### src/rtl/serial_cla_sequencer.sv
// Time-multiplexed WORDS x 4-bit add/subtract controller.
// Feeds one nibble per cycle to an external 4-bit lookahead slice and chains its carry through a register.
module serial_cla_sequencer #(
  parameter int WORDS = 4
) (
  input  logic               clk,
  input  logic               rst,
  input  logic               start,
  input  logic               sub,
  input  logic [4*WORDS-1:0] a,
  input  logic [4*WORDS-1:0] b,
  output logic               busy,
  output logic               done,
  output logic [4*WORDS-1:0] sum,
  output logic               cout,
  output logic               ovf,
  output logic [3:0]         slice_a,
  output logic [3:0]         slice_b,
  output logic               slice_cin,
  input  logic [3:0]         slice_f,
  input  logic               slice_cout
);

  localparam int N    = 4 * WORDS;
  localparam int IDXW = (WORDS > 1) ? $clog2(WORDS) : 1;
  localparam logic [IDXW-1:0] LAST_IDX = IDXW'(WORDS - 1);

  typedef enum logic [1:0] {
    IDLE = 2'd0,
    RUN  = 2'd1,
    DONE = 2'd2
  } state_t;

  state_t          state_r;
  state_t          next_state_s;
  logic [N-1:0]    opa_r;
  logic [N-1:0]    opb_r;
  logic            carry_r;
  logic [IDXW-1:0] idx_r;
  logic [N-1:0]    sum_r;
  logic            cout_r;
  logic            ovf_r;
  logic [IDXW+1:0] bit_pos_s;

  assign bit_pos_s = {idx_r, 2'b00};

  // State register
  always_ff @(posedge clk or posedge rst) begin
    if (rst) begin
      state_r <= IDLE;
    end else begin
      state_r <= next_state_s;
    end
  end

  // Next-state logic
  always_comb begin
    next_state_s = state_r;
    case (state_r)
      IDLE: begin
        if (start) begin
          next_state_s = RUN;
        end else begin
          next_state_s = IDLE;
        end
      end
      RUN: begin
        if (idx_r == LAST_IDX) begin
          next_state_s = DONE;
        end else begin
          next_state_s = RUN;
        end
      end
      DONE:    next_state_s = IDLE;
      default: next_state_s = IDLE;
    endcase
  end

  // Operand latch, carry chain and nibble-wise result collection
  always_ff @(posedge clk or posedge rst) begin
    if (rst) begin
      opa_r   <= {N{1'b0}};
      opb_r   <= {N{1'b0}};
      carry_r <= 1'b0;
      idx_r   <= {IDXW{1'b0}};
      sum_r   <= {N{1'b0}};
      cout_r  <= 1'b0;
      ovf_r   <= 1'b0;
    end else begin
      case (state_r)
        IDLE: begin
          if (start) begin
            opa_r   <= a;
            opb_r   <= sub ? ~b : b;
            carry_r <= sub;
            idx_r   <= {IDXW{1'b0}};
          end
        end
        RUN: begin
          sum_r[bit_pos_s +: 4] <= slice_f;
          carry_r               <= slice_cout;
          idx_r                 <= idx_r + IDXW'(1);
          // Overflow judged on the effective (possibly inverted) operands
          if (idx_r == LAST_IDX) begin
            cout_r <= slice_cout;
            ovf_r  <= (opa_r[N-1] == opb_r[N-1]) && (slice_f[3] != opa_r[N-1]);
          end
        end
        default: begin
          carry_r <= carry_r;
        end
      endcase
    end
  end

  // Output decode and slice drive
  always_comb begin
    busy      = 1'b0;
    done      = 1'b0;
    slice_a   = 4'h0;
    slice_b   = 4'h0;
    slice_cin = 1'b0;
    case (state_r)
      RUN: begin
        busy      = 1'b1;
        slice_a   = opa_r[bit_pos_s +: 4];
        slice_b   = opb_r[bit_pos_s +: 4];
        slice_cin = carry_r;
      end
      DONE: begin
        busy = 1'b1;
        done = 1'b1;
      end
      default: begin
        busy = 1'b0;
      end
    endcase
  end

  assign sum  = sum_r;
  assign cout = cout_r;
  assign ovf  = ovf_r;

endmodule

### config.mk
export PLATFORM = sky130hd
export DESIGN_NAME = serial_cla_sequencer
export DESIGN_NICKNAME = d
export VERILOG_FILES = /design/src/rtl/serial_cla_sequencer.sv
export SDC_FILE = /design/constraint.sdc
export NUM_CORES = 1
export LEC_CHECK = 0
export CORE_MARGIN = 2
export CORE_UTILIZATION = 48
export DETAILED_ROUTE_END_ITERATION = 8
export HOLD_SLACK_MARGIN = 0.03
export PLACE_DENSITY = 0.82
export SYNTH_ARGS = -nofsm -noshare
export SYNTH_HDL_FRONTEND = slang
export SYNTH_SLANG_ARGS = --single-unit
### constraint.sdc
create_clock -name clk -period 2 [get_ports clk]
set_input_delay 0.4 -clock clk [delete_from_list [all_inputs] [get_ports clk]]
set_output_delay 0.4 -clock clk [all_outputs]
set_load 0.005 [all_outputs]
==> out/metrics.cfg, run 1 <==
[power_and_ir_drop]
p_int_mw=3.63
power_frac_clock_pct=11.5
p_leak_nw=1.61
sequentialPowerShare_pct=36.0
net-switching-power_mw=1.76
power_density_nw_per_um2=1470
p_sw_share_pct=32.6
vdd_drop_max_uv=778
p_comb_share_pct=52.6

[clock_tree]
cts.path.max_buffers=2
clk_latency_ns=0.31
cts_root_buffer=clkbuf_8
hold_buffers=0
cts_tree=yes
clkSlewWorstSetupHoldPaths_ns=0.10
cts_buffers=5
cts_sinks=55
htreeDepth=2

[critical_path]
start_kind=flip-flop
crit_required_ns=1.60
crit_fanout=5
endpoint_kind=output pin
criticalPathCategory=flip-flop to output pin
arrival_ns=1.72

[synth]
syn-cell-area_um2=2630
syn-num-nets=263
synth_top_family_by_area=multiplexers
ys_warn_count=0
synth-xor-area-share_pct=5.33
synthFlopType=dfrtp_1
avgSynthCellArea_um2=12.3
synth-async-reset-ratio_pct=100
ys_seq_area_share_pct=52.3
synthAdderAreaFrac_pct=3.80
ys_seq_elements=55
yosys.area_share.simple_pct=10.7
synth.distinct_cells=30
synth.area.mux_share_pct=14.9
synthCells=214
synth_compound_area_share_pct=9.56
synth-edff-count=0

[placement]
dpl.cell_count=355
place.gp.congestion=0.782
post-place-ws_ns=-0.0893
port_buffers=69
dp_hpwl_um=3960
placedInstanceArea_um2=3490

[global_routing]
grt_overflow_total=0
grt_pass1_vias=1895
grt_usage_pct=19.4
grt_pass1_wl_um=9280
grt_max_degree=35
antenna_found_initial=0

[timing]
fin_ws_ns=-0.121
whs_ns=0.444
relSlewSlack_pct=71.7
slew_violations=0
setup_viol=6
rsz0062_at_grt=yes
min_period_ns=2.12
tightest_slew_ns=0.425
finalHoldViolations=0
finalClockSkew_ns=0.0102
fmax_mhz=472
post-route-period-util_pct=106

[floorplanning]
num_rows=26
core_area_um2=5200
start_util_pct=50.6
die_h_um=78.0
die_area_um2=6090
io_pins=70
die_w_um=78.0

[route]
drt_iter0_markers=65
routedWlPerCell_um=14.4
vias=1900
route.detailed.drc=0
firstDrtPassIters=4
viasPerCell=5.09
wl_um=5360
ant_nets=0

[finish]
drive_gt1_share_pct=26.4
area.growth.synth_to_final_pct=39.5
final_common_cell=clkdlybuf4s50_1
finalNonFillerCells=373
n_antenna_cell=0
final_area_um2=3670
layout_common_cells=clkdlybuf4s50_1 (60), dfrtp_1 (55), nand2_1 (31)
nets=351

[run_status]
status=finished, violations left
violations=setup timing

[worst_hold_path]
hp-class=input pin to async pin

[run]
cap_violations=0

[layout make-up]
class                           count  area, µm²
Fill cell                         392       1540
Sequential cell                    55       1380
Multi-Input combinational cell    141       1180
Timing Repair Buffer               92        906
Tap cell                           70       87.6
Clock buffer                        5       68.8
Inverter                            7       28.8
Clock inverter                      3       18.8
[final timing paths]
kind | cells after the start | to | start | slack [ns]
worst max-delay path | 5 | slice_b[3] | idx_r[0] | -0.12
min in group clk | 2 | opb_r[10] | opb_r[10] | 0.48
worst min register to register | 2 | opb_r[10] | opb_r[10] | 0.48
max in group asynchronous | 3 | opa_r[3] | rst | 1.19
worst max register to register | 8 | cout | idx_r[0] | 0.09
worst min-delay path | 3 | cout | rst | 0.44
[timing repair]
| item | in CTS | in global routing |
|---|---|---|
| gates cloned | 0 | 0 |
| resized for setup | 51 | 4 |
| setup buffers | 10 | 1 |
| endpoints found under the hold margin | 0 | 0 |
| pin swaps | 8 | 2 |
| setup endpoints to repair | 9 | 22 |
[metrics by stage]
| stage | util [%] | power (mW) | TNS, ns |
|---|---|---|---|
| 2_1_floorplan | - | 3.33 | 0 |
| 3_3_place_gp | 67.0 | 4.44 | -0.224 |
| 3_5_place_dp | 67.0 | 4.54 | -0.239 |
| 4_1_cts | 70.2 | 5.39 | -0.697 |
| 5_1_grt | 70.5 | 5.80 | -1.14 |
| 6_report | 70.5 | 5.39 | -0.644 |
[state kept, by name, indices dropped and copies added, names as in the netlist]
name	count
opa_r	16
state_r	2
cout	1
opb_r	16
sum	16
carry_r	1
idx_r	2
ovf	1
[metal layers]
metal	track usage, %	share of wire (%)	vias up	wire [µm]
li1	-	-	918	-
met4	3.68	0.75	0	40
met2	31.8	50	67	2670
met5	0	0	-	0
met1	26.9	44	909	2360
met3	4.60	5.4	6	291
[worst max-delay path: stages (launching register included)]
cell and delay, ns:
dfrtp_1 0.42, buf_12 0.13, buf_6 0.09, mux4_2 0.50
and2_4 0.16, buf_6 0.11
[Yosys cell counts, types with 2 or more instances]
cell,number,area (µm²)
o21ai_0,24,120
inv_1,6,22.5
mux2_2,17,191
mux4_1,3,78.8
dfrtp_1,55,1380
nor3b_1,2,15.0
a22o_1,12,105
ha_1,8,100
nand2_1,32,120
xnor2_1,16,140
and2_1,9,56.3
clkbuf_1,4,15.0
buf_2,5,25.0
mux4_2,5,113
[power by group through the flow]
stage / logic (mW) / registers (mW) / clock network [mW]
global placement: 2.52 / 1.92 / 0
global route: 3.10 / 2.01 / 0.694
CTS: 2.82 / 1.94 / 0.629
finish: 2.83 / 1.94 / 0.618
detailed placement: 2.59 / 1.95 / 0
floorplan: 1.44 / 1.89 / 0
[cells by family (layout without fill, tap and decap cells)]
group                    Yosys count  after routing
AND/OR/NAND/NOR                   52             52
buffers and inverters             18            107
adder cells (fa/ha/maj)            8              8
XOR/XNOR                          16             16
multiplexers                      26             26
flip-flops                        55             55
AO/OA/AOI/OAI                     39             39
Power figures use the tool's default switching activity.
==> run 2: changes to the inputs <==
--- a/config.mk
+++ b/config.mk
@@ -9,6 +9,7 @@
 export CORE_UTILIZATION = 48
 export DETAILED_ROUTE_END_ITERATION = 8
 export HOLD_SLACK_MARGIN = 0.03
+export MAX_ROUTING_LAYER = met4
 export PLACE_DENSITY = 0.82
 export SYNTH_ARGS = -nofsm -noshare
 export SYNTH_HDL_FRONTEND = slang
==> run 2 against run 1 <==
- the flow still finishes with violations (setup timing)
- final cell count is the same
- non-clock buffer count is the same
- largest cell class unchanged
- sequential power is essentially flat
- critical path depth is the same
- largest power group unchanged
- worst hold slack lost 0.00066 ns
- count of clock-buffer cells in the layout is the same
- clock skew grew 0.00079 ns
- utilization is the same
- critical endpoint unchanged
- register-to-register slack is essentially flat
- final area is the same
==> out/metrics.cfg, run 2 (synthesis gave the netlist of run 1 again) <==
[route]
wl_um=5380  ; was 5360 µm
drt_iter0_markers=65  ; unchanged
route.detailed.drc=0  ; unchanged
vias=1903  ; was 1900
firstDrtPassIters=4  ; unchanged
viasPerCell=5.10  ; was 5.09
ant_nets=0  ; unchanged
routedWlPerCell_um=14.4  ; about the same

[clock_tree]
cts_sinks=55  ; unchanged
hold_buffers=0  ; unchanged
cts_buffers=5  ; unchanged
clkSlewWorstSetupHoldPaths_ns=0.10  ; about the same
cts.path.max_buffers=2  ; unchanged
cts_tree=yes  ; unchanged
htreeDepth=2  ; unchanged
clk_latency_ns=0.31  ; about the same
cts_root_buffer=clkbuf_8  ; unchanged

[finish]
nets=351  ; unchanged
fillCellCount=392  ; unchanged
multi_input_area_um2=1180  ; unchanged
final_core_util_pct=70.5  ; unchanged
final_common_cell=clkdlybuf4s50_1  ; unchanged
final-seq-area_um2=1380  ; unchanged
drive_gt1_share_pct=26.4  ; unchanged
n_antenna_cell=0  ; unchanged
layout_common_cells=clkdlybuf4s50_1 (60), dfrtp_1 (55), nand2_1 (31)  ; unchanged
area.growth.synth_to_final_pct=39.5  ; unchanged

[power_and_ir_drop]
design_power_total_mw=5.40  ; was 5.39 mW
p_leak_nw=1.61  ; unchanged
power_density_nw_per_um2=1470  ; about the same
vdd_drop_max_uv=784  ; was 778 µV

[placement]
place.gp.congestion=0.793  ; was 0.782
dp_hpwl_um=3960  ; unchanged
port_buffers=69  ; unchanged

[global_routing]
grt_max_degree=35  ; unchanged
antenna_found_initial=0  ; unchanged
grt_usage_pct=19.9  ; was 19.4%
grt_overflow_total=0  ; unchanged
grt_pass1_wl_um=9270  ; was 9280 µm
grt_pass1_vias=1898  ; was 1895

[timing]
rsz0062_at_grt=yes  ; unchanged
min_period_ns=2.13  ; was 2.12 ns
post-route-period-util_pct=106  ; about the same
tns_ns=-0.668  ; was -0.644 ns
finalClockSkew_ns=0.0110  ; was 0.0102 ns
slew_violations=0  ; unchanged
setup_viol=6  ; unchanged
relSlewSlack_pct=71.7  ; about the same
fmax_mhz=470  ; was 472 MHz
fin_ws_ns=-0.126  ; was -0.121 ns
tightest_slew_ns=0.425  ; about the same
finalHoldViolations=0  ; unchanged

[worst_hold_path]
hp-class=input pin to async pin  ; unchanged

[critical_path]
crit_fanout=5  ; unchanged
crit_required_ns=1.60  ; about the same
start_kind=flip-flop  ; unchanged
timing.rr.end=cout  ; unchanged
endpoint_kind=output pin  ; unchanged
r2r-start=idx_r[0]  ; unchanged
reg2regPathDepth=8  ; unchanged
criticalPathCategory=flip-flop to output pin  ; unchanged
r2r_setup_slack_ns=0.09  ; about the same
arrival_ns=1.73  ; was 1.72 ns

[floorplanning]
die_h_um=78.0  ; unchanged
die_area_um2=6090  ; unchanged
start_util_pct=50.6  ; unchanged
io_pins=70  ; unchanged
die_w_um=78.0  ; unchanged
num_rows=26  ; unchanged
core_area_um2=5200  ; unchanged

[run]
cap_violations=0  ; unchanged

[run_status]
status=finished, violations left  ; unchanged
violations=setup timing  ; unchanged

==> run 2: cell counts in the layout (fill, tap and decap cells not counted) <==
Identical to the previous run, type by type.
==> run 2: repair_timing <==
action / 4_1_cts / 5_1_grt
pin swaps: 8 / 2
cloned: 0 / 0
endpoints found under the hold margin: 0 / 0
endpoints found under the setup margin: 9 / 22
gates resized for setup: 51 / 4
setup buffers: 10 / 1
==> run 2: where the power goes <==
part	internal [mW]	switching (mW)	leakage, nW	total, mW
logic	1.75	1.08	0.871	2.84
clock network	0.248	0.373	0.0483	0.621
registers	1.63	0.306	0.693	1.94
==> run 2: final cells by class <==
| type | instances | area share, % |
|---|---|---|
| Clock inverter | 3 | 0.511 |
| Timing Repair Buffer | 92 | 24.7 |
| Tap cell | 70 | 2.39 |
| Clock buffer | 5 | 1.88 |
| Sequential cell | 55 | 37.5 |
| Inverter | 7 | 0.784 |
| Multi-Input combinational cell | 141 | 32.3 |
==> run 2: worst max-delay path by stage <==
stage | from | depth (start not counted) | end
floorplan | idx_r[1] | 6 | sum[10]
global placement | idx_r[0] | 4 | slice_b[0]
detailed placement | idx_r[0] | 4 | slice_b[0]
CTS | idx_r[0] | 5 | slice_b[0]
global route | idx_r[0] | 5 | slice_b[3]
finish | idx_r[0] | 5 | slice_b[3]
==> run 2: per-stage QoR <==
stage | cell area [µm²] | worst slack (ns) | cells | hold WS, ns
6_report | 3670 | -0.126 | 373 | 0.443
5_1_grt | 3670 | -0.183 | 373 | 0.456
4_1_cts | 3660 | -0.122 | 373 | 0.439
3_5_place_dp | 3490 | -0.0893 | 355 | 0.465
3_3_place_gp | 3490 | -0.0726 | 355 | 0.456
2_1_floorplan | 2630 | 0.180 | 214 | 0.442
==> run 2: per-layer routing <==
layer / vias up / GRT usage (%) / routed length (µm)
li1: 918 / - / -
met1: 915 / 27.0 / 2400
met5: - / - / 0
met3: 6 / 4.02 / 252
met4: 0 / 3.68 / 40
met2: 64 / 32.0 / 2690
==> run 2: worst max-delay path, cell delays in order, from the launching register on <==
cell and delay [ns]:
dfrtp_1 0.42, buf_12 0.14, buf_6 0.10, mux4_2 0.50
and2_4 0.16, buf_6 0.11
==> run 3: changes to the inputs <==
--- a/config.mk
+++ b/config.mk
@@ -5,6 +5,7 @@
 export SDC_FILE = /design/constraint.sdc
 export NUM_CORES = 1
 export LEC_CHECK = 0
+export CORE_ASPECT_RATIO = 1.5
 export CORE_MARGIN = 2
 export CORE_UTILIZATION = 48
 export DETAILED_ROUTE_END_ITERATION = 8
==> run 3 against run 2 <==
- the run still ends with setup timing left
- combinational power about the same
- via count decreased by 1.1%
- total power decreased by 0.74%
- maximum frequency increased by 2.1%
- clock skew decreased by 0.0088 ns
- global-route usage increased by 0.26 points
- die area increased by 0.20%
- worst hold slack improved by 0.0012 ns
- sequential cell count unchanged
- setup slack improved by 0.044 ns
- utilization decreased by 2.6 points
- sequential power about the same
- critical endpoint is now slice_a[2]
- highest routed layer unchanged
==> out/metrics.cfg, run 3 (synthesis gave the netlist of run 1 again) <==
[finish]
final_common_cell=clkdlybuf4s50_1  ; unchanged
area.growth.synth_to_final_pct=38.6  ; was 39.5%
nets=346  ; was 351
final_core_util_pct=67.9  ; was 70.5%
layout_common_cells=clkdlybuf4s50_1 (60), dfrtp_1 (55), nand2_1 (32)  ; was clkdlybuf4s50_1 (60), dfrtp_1 (55), nand2_1 (31)
drive_gt1_share_pct=24.5  ; was 26.4%
final_area_um2=3650  ; was 3670 µm²
n_antenna_cell=0  ; unchanged

[power_and_ir_drop]
power_density_nw_per_um2=1470  ; about the same
p_leak_nw=1.59  ; was 1.61 nW
design_power_total_mw=5.36  ; was 5.40 mW
vdd_drop_max_uv=718  ; was 784 µV

[timing]
fin_ws_ns=-0.0817  ; was -0.126 ns
fmax_mhz=480  ; was 470 MHz
min_period_ns=2.08  ; was 2.13 ns
finalHoldViolations=0  ; unchanged
finalClockSkew_ns=0.00224  ; was 0.0110 ns
tns_ns=-0.350  ; was -0.668 ns
tightest_slew_ns=0.369  ; was 0.425 ns
slew_violations=0  ; unchanged
relSlewSlack_pct=75.3  ; was 71.7%
setup_viol=5  ; was 6
rsz0062_at_grt=yes  ; unchanged
whs_ns=0.444  ; was 0.443 ns
post-route-period-util_pct=104  ; was 106%

[clock_tree]
cts_tree=yes  ; unchanged
cts_root_buffer=clkbuf_8  ; unchanged
htreeDepth=2  ; unchanged
clk_latency_ns=0.31  ; about the same
cts.path.max_buffers=2  ; unchanged
cts_buffers=5  ; unchanged
cts_sinks=55  ; unchanged
hold_buffers=0  ; unchanged
clkSlewWorstSetupHoldPaths_ns=0.09  ; was 0.10 ns

[floorplanning]
die_h_um=94.7  ; was 78.0 µm
core_area_um2=5370  ; was 5200 µm²
io_pins=70  ; unchanged
num_rows=33  ; was 26
start_util_pct=49.0  ; was 50.6%
die_w_um=64.5  ; was 78.0 µm
die_area_um2=6100  ; was 6090 µm²

[route]
wl_um=5400  ; was 5380 µm
routedWlPerCell_um=14.7  ; was 14.4 µm
ant_nets=0  ; unchanged
viasPerCell=5.11  ; was 5.10
vias=1882  ; was 1903
drt_iter0_markers=30  ; was 65
firstDrtPassIters=4  ; unchanged
route.detailed.drc=0  ; unchanged

[global_routing]
grt_pass1_vias=1957  ; was 1898
grt_overflow_total=0  ; unchanged
antenna_found_initial=0  ; unchanged
busiest_layer=met2  ; unchanged
grt_use_met3_pct=4.53  ; was 4.02%
grt_pass1_wl_um=9040  ; was 9270 µm
grt_usage_pct=20.2  ; was 19.9%
grt_use_met2_pct=34.5  ; was 32.0%
grt_max_degree=56  ; was 35
grt_util_met1_pct=22.0  ; was 27.0%

[critical_path]
start_kind=flip-flop  ; unchanged
crit_required_ns=1.60  ; about the same
r2r_setup_slack_ns=0.15  ; was 0.09 ns
crit_fanout=4  ; was 5
timing.rr.end=sum[9]  ; was cout
endpoint_kind=output pin  ; unchanged
criticalPathCategory=flip-flop to output pin  ; unchanged
arrival_ns=1.68  ; was 1.73 ns
reg2regPathDepth=7  ; was 8
r2r-start=idx_r[0]  ; unchanged

[placement]
place.gp.congestion=0.769  ; was 0.793
placedInstanceArea_um2=3460  ; was 3490 µm²
port_buffers=69  ; unchanged
dp_hpwl_um=3940  ; was 3960 µm

[run_status]
status=finished, violations left  ; unchanged
violations=setup timing  ; unchanged

[worst_hold_path]
hp-class=input pin to async pin  ; unchanged

[run]
cap_violations=0  ; unchanged

run 3: cell count changes in the layout (fill, tap and decap cells not counted), sizes merged:
| cell | before | now |
|---|---|---|
| inv | 8 | 7 |
| clkinv | 2 | 1 |
| buf | 31 | 26 |
| clkbuf | 5 | 7 |
run 3: critical path: stages, from the launching register on:
cell and delay, ns:
dfrtp_1 0.38, buf_6 0.14, buf_12 0.11, mux4_2 0.48, and2_1 0.15, buf_2 0.12
run 3: through the flow:
stage               cells  setup slack (ns)
floorplan             214             0.180
global placement      352           -0.0574
detailed placement    352           -0.0741
CTS                   369           -0.0906
global route          368            -0.143
finish                368           -0.0817
run 3: worst max path at each step:
stage | start | depth (start not counted) | to
after global placement | idx_r[0] | 4 | slice_b[3]
after global routing | idx_r[0] | 5 | slice_a[1]
after detailed placement | idx_r[0] | 4 | slice_a[3]
after floorplan | idx_r[1] | 6 | sum[10]
final | idx_r[0] | 5 | slice_a[2]
after CTS | idx_r[0] | 5 | slice_a[2]
run 3: layout make-up:
| cell class | instances | area (µm²) |
|---|---|---|
| timing repair buffer | 87 | 883 |
| clock buffer | 7 | 76.3 |
| inverter | 7 | 28.8 |
| sequential | 55 | 1380 |
| tap | 70 | 87.6 |
| multi-input combinational | 141 | 1190 |
| fill | 400 | 1720 |
| clock inverter | 1 | 5.00 |
run 3: repair_timing:
action                     4_1_cts  5_1_grt
pin swaps                        8        2
setup endpoints to repair        9       20
gates resized for setup         46       10
setup buffers                    9        0
run 3: per-layer routing:
layer / part of all wire [%] / vias up
met5: 0 / -
met4: 3.6 / 0
met3: 3.4 / 17
met2: 54 / 51
met1: 39 / 908
li1: - / 906
run 3: report_power, final:
part           leakage [nW]  total [mW]  internal [mW]  switching [mW]
Clock                0.0422       0.584          0.247           0.338
Combinational         0.856        2.84           1.74            1.10
Sequential            0.693        1.94           1.64           0.300
Total                  1.59        5.36           3.62            1.74
